--- src/rtl/cnt_seq_pkg.sv ---
// Shared types and default constants for the counter sequencing controller.
package cnt_seq_pkg;

    localparam int DEF_WIDTH  = 4;
    localparam int DEF_RATE   = 8;
    localparam int DEF_RATE_W = 8;

    typedef enum logic {
        ST_IDLE = 1'b0,
        ST_RUN  = 1'b1
    } state_t;

    // Result of arbitrating load, manual step and auto step in one cycle.
    typedef enum logic [1:0] {
        CMD_NONE = 2'd0,
        CMD_LOAD = 2'd1,
        CMD_STEP = 2'd2
    } cmd_t;

endpackage

--- src/rtl/cnt_seq_ctrl_if.sv ---
// Button/tick inputs and counter command outputs of cnt_seq_ctrl.
interface cnt_seq_ctrl_if #(
    parameter int WIDTH = cnt_seq_pkg::DEF_WIDTH
);
    logic             TICK;
    logic             BTN_STEP;
    logic             BTN_LOAD;
    logic             BTN_RUN;
    logic             DIR_SW;
    logic [WIDTH-1:0] DAT_SW;
    logic             CNT_CE;
    logic             CNT_LOAD;
    logic             CNT_UP;
    logic [WIDTH-1:0] CNT_DAT;
    logic             RUN_O;
    logic [WIDTH-1:0] SHADOW_O;

    // master drives the buttons and switches, slave is the controller
    modport master (
        output TICK, BTN_STEP, BTN_LOAD, BTN_RUN, DIR_SW, DAT_SW,
        input  CNT_CE, CNT_LOAD, CNT_UP, CNT_DAT, RUN_O, SHADOW_O
    );

    modport slave (
        input  TICK, BTN_STEP, BTN_LOAD, BTN_RUN, DIR_SW, DAT_SW,
        output CNT_CE, CNT_LOAD, CNT_UP, CNT_DAT, RUN_O, SHADOW_O
    );
endinterface

--- src/rtl/cnt_seq_ctrl_tick_div.sv ---
// Tick divider: counts enabled ticks 0..RATE-1, flags the terminal tick and
// restarts; clear has priority over counting.
module tick_div #(
    parameter int RATE   = cnt_seq_pkg::DEF_RATE,
    parameter int RATE_W = cnt_seq_pkg::DEF_RATE_W
) (
    input  logic clk,
    input  logic rst,
    input  logic clr,
    input  logic en,
    output logic tc
);
    localparam logic [RATE_W-1:0] LAST = RATE_W'(RATE - 1);

    logic [RATE_W-1:0] cnt;

    assign tc = en && (cnt == LAST);

    // NOTE: sequential state is assigned with <= so every flop samples pre-edge values.
    always_ff @(posedge clk or posedge rst) begin
        if (rst) begin
            cnt <= '0;
        end else if (clr || tc) begin
            cnt <= '0;
        end else if (en) begin
            cnt <= cnt + RATE_W'(1);
        end
    end
endmodule

--- src/rtl/cnt_seq_ctrl.sv ---
// Sequencing controller: button events -> counter LOAD/CE commands, with an
// auto-stepping RUN mode. Optional macro WRAP_STOP_EN stops RUN instead of wrapping.
module cnt_seq_ctrl
    import cnt_seq_pkg::*;
#(
    parameter int WIDTH  = DEF_WIDTH,
    parameter int RATE   = DEF_RATE,
    parameter int RATE_W = DEF_RATE_W
) (
    input  logic           CLK,
    input  logic           RST,
    cnt_seq_ctrl_if.slave  bus
);
    state_t           state;
    state_t           state_nxt;
    cmd_t             cmd;
    logic             div_clr;
    logic             div_en;
    logic             auto_due;
    logic             cnt_ce_q;
    logic             cnt_load_q;
    logic             cnt_up_q;
    logic [WIDTH-1:0] cnt_dat_q;
    logic [WIDTH-1:0] shadow;

`ifdef WRAP_STOP_EN
    logic wrap_hit;
    assign wrap_hit = bus.DIR_SW ? (shadow == {WIDTH{1'b1}}) : (shadow == '0);
`endif

    assign div_en = bus.TICK && (state == ST_RUN);

    tick_div #(
        .RATE   (RATE),
        .RATE_W (RATE_W)
    ) u_tick_div (
        .clk (CLK),
        .rst (RST),
        .clr (div_clr),
        .en  (div_en),
        .tc  (auto_due)
    );

    // NOTE: every signal written here gets a default first, so no latch is inferred.
    always_comb begin
        cmd       = CMD_NONE;
        state_nxt = state;
        div_clr   = 1'b0;
        unique case (state)
            ST_IDLE: begin
                div_clr = 1'b1;
                if (bus.BTN_LOAD)      cmd = CMD_LOAD;
                else if (bus.BTN_STEP) cmd = CMD_STEP;
                if (bus.BTN_RUN)       state_nxt = ST_RUN;
            end
            ST_RUN: begin
                div_clr = bus.BTN_LOAD || bus.BTN_RUN;
                if (bus.BTN_LOAD) begin
                    cmd = CMD_LOAD;
                end else if (auto_due && !bus.BTN_RUN) begin
`ifdef WRAP_STOP_EN
                    if (wrap_hit) state_nxt = ST_IDLE;
                    else          cmd = CMD_STEP;
`else
                    cmd = CMD_STEP;
`endif
                end
                if (bus.BTN_RUN) state_nxt = ST_IDLE;
            end
            default: state_nxt = ST_IDLE;
        endcase
    end

    always_ff @(posedge CLK or posedge RST) begin
        if (RST) begin
            state      <= ST_IDLE;
            cnt_ce_q   <= 1'b0;
            cnt_load_q <= 1'b0;
            cnt_up_q   <= 1'b0;
            cnt_dat_q  <= '0;
            shadow     <= '0;
        end else begin
            state      <= state_nxt;
            cnt_up_q   <= bus.DIR_SW;
            cnt_load_q <= (cmd == CMD_LOAD);
            cnt_ce_q   <= (cmd == CMD_STEP);
            // Shadow tracks the counter, wrapping mod 2^WIDTH like it does.
            unique case (cmd)
                CMD_LOAD: begin
                    cnt_dat_q <= bus.DAT_SW;
                    shadow    <= bus.DAT_SW;
                end
                CMD_STEP: shadow <= bus.DIR_SW ? shadow + WIDTH'(1) : shadow - WIDTH'(1);
                default: ;
            endcase
        end
    end

    assign bus.CNT_CE   = cnt_ce_q;
    assign bus.CNT_LOAD = cnt_load_q;
    assign bus.CNT_UP   = cnt_up_q;
    assign bus.CNT_DAT  = cnt_dat_q;
    assign bus.RUN_O    = (state == ST_RUN);
    assign bus.SHADOW_O = shadow;
endmodule

--- src/flat_wrapper.sv ---
// flat-port wrapper written by rule: the top's interface ports become plain ports
module cnt_seq_ctrl_flat import cnt_seq_pkg::*;
#(
    parameter int WIDTH  = DEF_WIDTH,
    parameter int RATE   = DEF_RATE,
    parameter int RATE_W = DEF_RATE_W
)
  (CLK, RST, bus_TICK, bus_BTN_STEP, bus_BTN_LOAD, bus_BTN_RUN, bus_DIR_SW, bus_DAT_SW, bus_CNT_CE, bus_CNT_LOAD, bus_CNT_UP, bus_CNT_DAT, bus_RUN_O, bus_SHADOW_O);
  cnt_seq_ctrl_if #(.WIDTH(WIDTH)) bus_i ();
  input  logic CLK;
  input  logic RST;
  input wire logic [$bits(bus_i.TICK)-1:0] bus_TICK;
  input wire logic [$bits(bus_i.BTN_STEP)-1:0] bus_BTN_STEP;
  input wire logic [$bits(bus_i.BTN_LOAD)-1:0] bus_BTN_LOAD;
  input wire logic [$bits(bus_i.BTN_RUN)-1:0] bus_BTN_RUN;
  input wire logic [$bits(bus_i.DIR_SW)-1:0] bus_DIR_SW;
  input wire logic [$bits(bus_i.DAT_SW)-1:0] bus_DAT_SW;
  output wire logic [$bits(bus_i.CNT_CE)-1:0] bus_CNT_CE;
  output wire logic [$bits(bus_i.CNT_LOAD)-1:0] bus_CNT_LOAD;
  output wire logic [$bits(bus_i.CNT_UP)-1:0] bus_CNT_UP;
  output wire logic [$bits(bus_i.CNT_DAT)-1:0] bus_CNT_DAT;
  output wire logic [$bits(bus_i.RUN_O)-1:0] bus_RUN_O;
  output wire logic [$bits(bus_i.SHADOW_O)-1:0] bus_SHADOW_O;
  assign bus_i.TICK = bus_TICK;
  assign bus_i.BTN_STEP = bus_BTN_STEP;
  assign bus_i.BTN_LOAD = bus_BTN_LOAD;
  assign bus_i.BTN_RUN = bus_BTN_RUN;
  assign bus_i.DIR_SW = bus_DIR_SW;
  assign bus_i.DAT_SW = bus_DAT_SW;
  assign bus_CNT_CE = bus_i.CNT_CE;
  assign bus_CNT_LOAD = bus_i.CNT_LOAD;
  assign bus_CNT_UP = bus_i.CNT_UP;
  assign bus_CNT_DAT = bus_i.CNT_DAT;
  assign bus_RUN_O = bus_i.RUN_O;
  assign bus_SHADOW_O = bus_i.SHADOW_O;
  cnt_seq_ctrl #(.WIDTH(WIDTH), .RATE(RATE), .RATE_W(RATE_W)) u_core (.CLK(CLK), .RST(RST), .bus(bus_i));
endmodule
--- config.mk ---
export PLATFORM = sky130hd
export DESIGN_NAME = cnt_seq_ctrl_flat
export DESIGN_NICKNAME = d
export VERILOG_FILES = /design/src/rtl/cnt_seq_pkg.sv /design/src/rtl/cnt_seq_ctrl_if.sv /design/src/rtl/cnt_seq_ctrl_tick_div.sv /design/src/rtl/cnt_seq_ctrl.sv /design/src/flat_wrapper.sv
export SDC_FILE = /design/constraint.sdc
export NUM_CORES = 1
export LEC_CHECK = 0
export ABC_AREA = 1
export BUFFER_PORTS_ARGS = -buffer_cell sky130_fd_sc_hd__buf_2
export CAP_MARGIN = 0
export CORE_MARGIN = 2
export CORE_UTILIZATION = 49
export CTS_CLUSTER_DIAMETER = 50
export DETAILED_ROUTE_END_ITERATION = 8
export GPL_ROUTABILITY_DRIVEN = 0
export MAX_ROUTING_LAYER = met4
export PLACE_DENSITY = 0.72
export REMOVE_ABC_BUFFERS = 1
export SKIP_CTS_REPAIR_TIMING = 1
export SKIP_LAST_GASP = 1
export SYNTH_ARGS = -nofsm -noshare
export SYNTH_HDL_FRONTEND = slang
export SYNTH_SLANG_ARGS = --single-unit
--- constraint.sdc ---
create_clock -name CLK -period 3.4 [get_ports CLK]
set_input_delay 0.68 -clock CLK [delete_from_list [all_inputs] [get_ports CLK]]
set_output_delay 0.68 -clock CLK [all_outputs]
set_load 0.02 [all_outputs]
* Yosys cells after proc, flatten, opt, wreduce, memory -nomap -nowiden
Cells that the tools add are included.
** Word-level totals
- Bits in latches :: 0
- Bits in writable memories :: 0
- ROM bits :: 0
- Memories kept :: 0
- Word-level logic and storage cells :: 35
- Register bits :: 20
- Input port bits :: 11
- Output and inout bits :: 12
** Cells by class
- Reduce and logical (&&, ||, !) cells :: 8
- Bitwise operators :: 1
- Equal/unequal tests :: 3
- Add/subtract/negate cells :: 3
- Shifts and indexed selects :: 0
- Multipliers :: 0
- Multiplexer cells :: 13
- Divide/modulo/power cells :: 0
- $lt $le $gt $ge :: 0
** Operators with widths (count)
- $mux 8 :: 2
- $add 8x1->8 const B :: 1
- $eq 8x3->1 const B :: 1
- $mux 2 :: 4
- $pmux 4 s2 :: 1
- $add 4x1->4 const B :: 1
- $mux 4 :: 1
- $pmux 1 s2 :: 2
- $pmux 2 s2 :: 1
- $reduce_bool 2->1 :: 2
- $sub 4x1->4 const B :: 1
- $logic_and 1x1->1 :: 3
- $eq 2x1->1 const B :: 1
- $eq 2x2->1 const B :: 1
- $logic_or 1x1->1 :: 2
- $mux 1 :: 2
- $logic_not 1->1 :: 1
- $not 1->1 :: 1

* Logic depth before layout (Yosys ltp)
- Depth in word-level cells :: 8
- Mapped depth :: 10
- Gate-level depth less buffers :: 10

* Modules after synthesis
Synthesis repeated with hierarchy kept, for this count alone.
** Second synthesis, totals
- Cells, all modules :: 140
- Area, all modules :: 1161.1 um^2
** By module, submodules not included
- cnt_seq_ctrl :: area each 630.6 um^2, cells an instance 71, seq. area each 300.3 um^2, times used 1
- tick_div :: area each 530.5 um^2, cells an instance 69, seq. area each 200.2 um^2, times used 1

* Worst setup path before layout
No wires, ideal clock.
- Kind :: input to register
- Start :: in bus_BTN_RUN
- End :: reg u_core.cnt_dat_q[0] (netlist: u_core.bus.CNT_DAT[0])
- Path slack :: 1.543 ns
- Arrival :: 1.732 ns
- Data required time :: 3.275 ns
- Stages :: 6
- Setup time :: 0.125 ns
- Buffers on the path :: 0
- Cells stage by stage :: nor3_4 > inv_1 > o21ai_2 > inv_1 > ha_1 > mux2_2
** Between the ends
- Longest elaborated chain between the ends :: 6
** Ends and longest elaborated chain
- start, declared :: RTL line flat_wrapper.sv:15 : input wire logic [$bits(bus_i.BTN_RUN)-1:0] bus_BTN_RUN;
- $logic_not 1->1 :: RTL line cnt_seq_ctrl.sv:60 : end else if (auto_due && !bus.BTN_RUN) begin
- $logic_and 1x1->1 :: RTL line cnt_seq_ctrl.sv:60
- $mux 2 :: RTL line cnt_seq_ctrl.sv:60
- $mux 2 :: RTL line cnt_seq_ctrl.sv:58 : if (bus.BTN_LOAD) begin
- $pmux 2 s2 :: RTL line cnt_seq_ctrl.sv:49 : unique case (state)
- $eq 2x1->1 :: RTL line cnt_seq_ctrl.sv:88 : unique case (cmd)
- end signal, assigned :: RTL line cnt_seq_ctrl.sv:90 : cnt_dat_q <= bus.DAT_SW;
- end, declared :: RTL line cnt_seq_ctrl.sv:23 : logic [WIDTH-1:0] cnt_dat_q;
No other way between the ends.
A chain may end at the register's enable or synchronous reset.

* Final worst setup path
- Start :: reg u_core.u_tick_div.cnt[0]
- End :: reg u_core.cnt_dat_q[1] (netlist: u_core.bus.CNT_DAT[1])
** Between the ends
- Longest elaborated chain between the ends :: 7
** Ends and longest elaborated chain
- start, declared :: RTL line cnt_seq_ctrl_tick_div.sv:15 : logic [RATE_W-1:0] cnt;
- start signal, assigned :: RTL line cnt_seq_ctrl_tick_div.sv:26 : cnt <= cnt + RATE_W'(1);
- $eq 8x3->1 :: RTL line cnt_seq_ctrl_tick_div.sv:17 : assign tc = en && (cnt == LAST);
- $logic_and 1x1->1 :: RTL line cnt_seq_ctrl_tick_div.sv:17
- $logic_and 1x1->1 :: RTL line cnt_seq_ctrl.sv:60
- $mux 2 :: RTL line cnt_seq_ctrl.sv:60
- $mux 2 :: RTL line cnt_seq_ctrl.sv:58
- $pmux 2 s2 :: RTL line cnt_seq_ctrl.sv:49
- $eq 2x1->1 :: RTL line cnt_seq_ctrl.sv:88
No other way between the ends.

==> summary.md <==
| Metric | Value |
|---|---|
| Status | `completed` |
| Ys async rst share | `100%` |
| Critical Path Start Type | `flip-flop` |
| Top-count cell post-synth | `nand2_1` |
| Violation count after the first detailed-route iteration | `11` |
| Mean post-synth cell area | `between 8 and 9 um^2` |
| Vias/cell | `between 4 and 5` |
| Worst-Margin Slew | `between 0.7 and 0.8 ns` |
| Post-synth EDFFs | `0` |
| Pwr dens | `approximately 490 nW/um^2` |
| Post-synth cell types | `21` |
| Full die area | `around 2700 um^2` |
| Vias | `between 900 and 1k` |
| WP data required | `3.58 ns` |
| Row cnt | `17` |
| I/O Buffers | `22` |
| Core Area | `2190 um^2` |
| YS warnings | `0` |
| Clock Latency Late Sink | `approximately 0.29 ns` |
| Clk buf depth | `2` |
| Crit end category | `flip-flop` |
| Final setup viols | `0` |
| Clock root buffer master | `clkbuf_4` |
| Chip Width | `52.0 um` |
| Post-route setup TNS | `0 ns` |
| Grt ovf | `0` |
| First-pass GRT wire length | `3710 um` |
| HPWL after detailed placement | `approximately 1800 um` |
| Die Ht | `52.0 um` |
| WL/cell | `about 11 um` |
| Period utilization | `between 50 and 60%` |
| Initial antenna violation count | `0` |
| Biggest area consumer among synthesized cells | `dfrtp_1` |
| Ys flop type | `dfrtp_1` |
| Worst EP arrival | `approximately 2.1 ns` |
| RSZ-0062 raised after global routing | `no` |
| Maximum vdd drop | `roughly 0.29 mV` |
| P_leak | `0.000669 uW` |
| Gr usage total | `19.1%` |
| I/O Pins | `23` |
| Max_cap viols | `0` |
| #FFs+latches synth | `20` |
| Drt first pass iters | `4` |
| R2r startpoint | `u_core.u_tick_div.cnt[0]` |
| Relative slew margins | `50.1%` |
| Clk_skew | `between 0.004 and 0.005 ns` |
| Layout area overhead | `14.5%` |
| Fraction of layout cells with a size suffix above 1 | `21.5%` |
| Slew Limit Fails | `0` |
| Initial Utilization | `between 50% and 60%` |
| Clock sinks | `20` |
| Hold crit path type | `primary input to asynchronous set/reset pin` |
| ANT cells | `0` |
| Post-synthesis sequential area ratio | `about 44%` |
| Max Fclk | `roughly 520 MHz` |
| Largest net degree at the start of global routing | `21` |
| Post-synth top cells | `29 x nand2_1, 26 x inv_1, 20 x dfrtp_1, 14 x nor2_1, 11 x nand3_1` |
| Drt total wl | `about 2200 um` |
| Non-filler cells, final | `~190` |
| CTS tree | `built` |
| Post-Syn Area | `1130 um^2` |
| Crit-path max FO | `6` |
| ANT nets after route | `0` |
| Critical R2R Capture | `u_core.bus.CNT_DAT[1]` |
| Synth Instances | `between 100 and 150` |
| Number of global-route vias before repair | `a little over 900` |
| Hold Violations, Final | `0` |
| Reg clk slew, reported paths | `0.10 ns` |
| Tmin final | `between 1.5 and 2 ns` |
| R2R setup slack | `between 1 and 1.5 ns` |
| Worst reg-to-reg path cell count | `8` |
| Largest cells by area after synthesis | `dfrtp_1 44%, nand2_1 9.6%, inv_1 8.6%, ha_1 7.8%, nand3_1 4.9%` |
| H-tree Lvls | `1` |
| Crit Path Class | `flip-flop to flip-flop` |
| Placed cells | `roughly 190` |
| DRC viols | `0` |
| CP Launch Point | `u_core.u_tick_div.cnt[0]` |
| Post-synth top area share | `44.3%` |
| Inserted Clock Buffers | `3` |
| Final Net Count | `roughly 180` |
routing by layer:
| metal | share of wire [%] | GRT usage (%) | vias up | wire length, um |
|---|---|---|---|---|
| met4 | 1.3 | 9.21 | 0 | 28 |
| met1 | 43 | 19.2 | 444 | 937 |
| met3 | 3.3 | 2.59 | 4 | 72 |
| met5 | 0 | - | - | 0 |
| met2 | 52 | 36.1 | 19 | 1130 |
| li1 | - | - | 480 | - |
cell usage in the layout (no fill, tap or decap), types with 2 or more instances in the layout:
cell type,netlist,layout
o21ai_0,5,5
nand3_1,11,11
clkbuf_4,0,3
nor2_1,14,14
ha_1,7,7
dfrtp_1,20,20
nand2_2,2,2
nand4_1,2,2
mux2_2,2,2
xor2_1,2,2
inv_1,26,26
a21oi_1,10,10
nand2_1,29,29
buf_2,0,22
critical path, cell delays in order, from the launching register on:
cell     delay (ns)
dfrtp_1        0.39
ha_1           0.20
inv_1          0.05
nor2_1         0.18
nand3_1        0.16
o21ai_2        0.19
inv_1          0.08
ha_1           0.26
mux2_2         0.30
final cells by class:
class / count / area, um^2
Multi-Input combinational cell: 91 / 523
Clock buffer: 3 / 22.5
Timing Repair Buffer: 22 / 110
Sequential cell: 20 / 500
Fill cell: 190 / 898
Inverter: 27 / 101
Tap cell: 28 / 35.0
flip-flops by register name (all words and copies together), names as in the netlist:
signal / count
u_core.bus.CNT_CE: 1
u_core.bus.CNT_DAT: 4
u_core.bus.CNT_LOAD: 1
u_core.bus.CNT_UP: 1
u_core.bus.RUN_O: 1
u_core.bus.SHADOW_O: 4
u_core.u_tick_div.cnt: 8
stage by stage:
| stage | hold WS (ns) | instance area (um^2) | setup slack [ns] | utilization [%] | total power, uW |
|---|---|---|---|---|---|
| after floorplan | 0.478 | 1120 | 1.54 | - | 457 |
| after global placement | 0.495 | 1270 | 1.34 | 58.0 | 518 |
| after detailed placement | 0.515 | 1270 | 1.28 | 58.0 | 531 |
| after CTS | 0.509 | 1290 | 1.53 | 59.0 | 639 |
| after global routing | 0.506 | 1290 | 1.34 | 59.0 | 675 |
| final | 0.503 | 1290 | 1.49 | 59.0 | 631 |
worst max-delay path by stage:
stage                             endpoint  slack [ns]
detailed placement   u_core.bus.CNT_DAT[1]        1.28
CTS                  u_core.bus.CNT_DAT[1]        1.53
floorplan            u_core.bus.CNT_DAT[0]        1.54
finish               u_core.bus.CNT_DAT[1]        1.49
global route        u_core.bus.SHADOW_O[2]        1.34
global placement     u_core.bus.CNT_DAT[1]        1.34
cells by family (layout without fill, tap and decap cells):
family	after synthesis	count (layout)	synth area share, %
multiplexers	2	2	2.00
AND/OR/NAND/NOR	62	62	24.8
XOR/XNOR	2	2	1.55
buffers and inverters	28	52	9.31
flip-flops	20	20	44.3
AO/OA/AOI/OAI	17	17	8.43
adder cells (fa/ha/maj)	8	8	9.53
power by group:
| part | switching, uW | total [uW] | internal [uW] |
|---|---|---|---|
| clock | 65.0 | 106 | 41.2 |
| sequential | 36.3 | 307 | 271 |
| combinational | 140 | 218 | 77.7 |
| total | 241 | 631 | 390 |
Note: power is estimated with default switching activity, not from simulation.
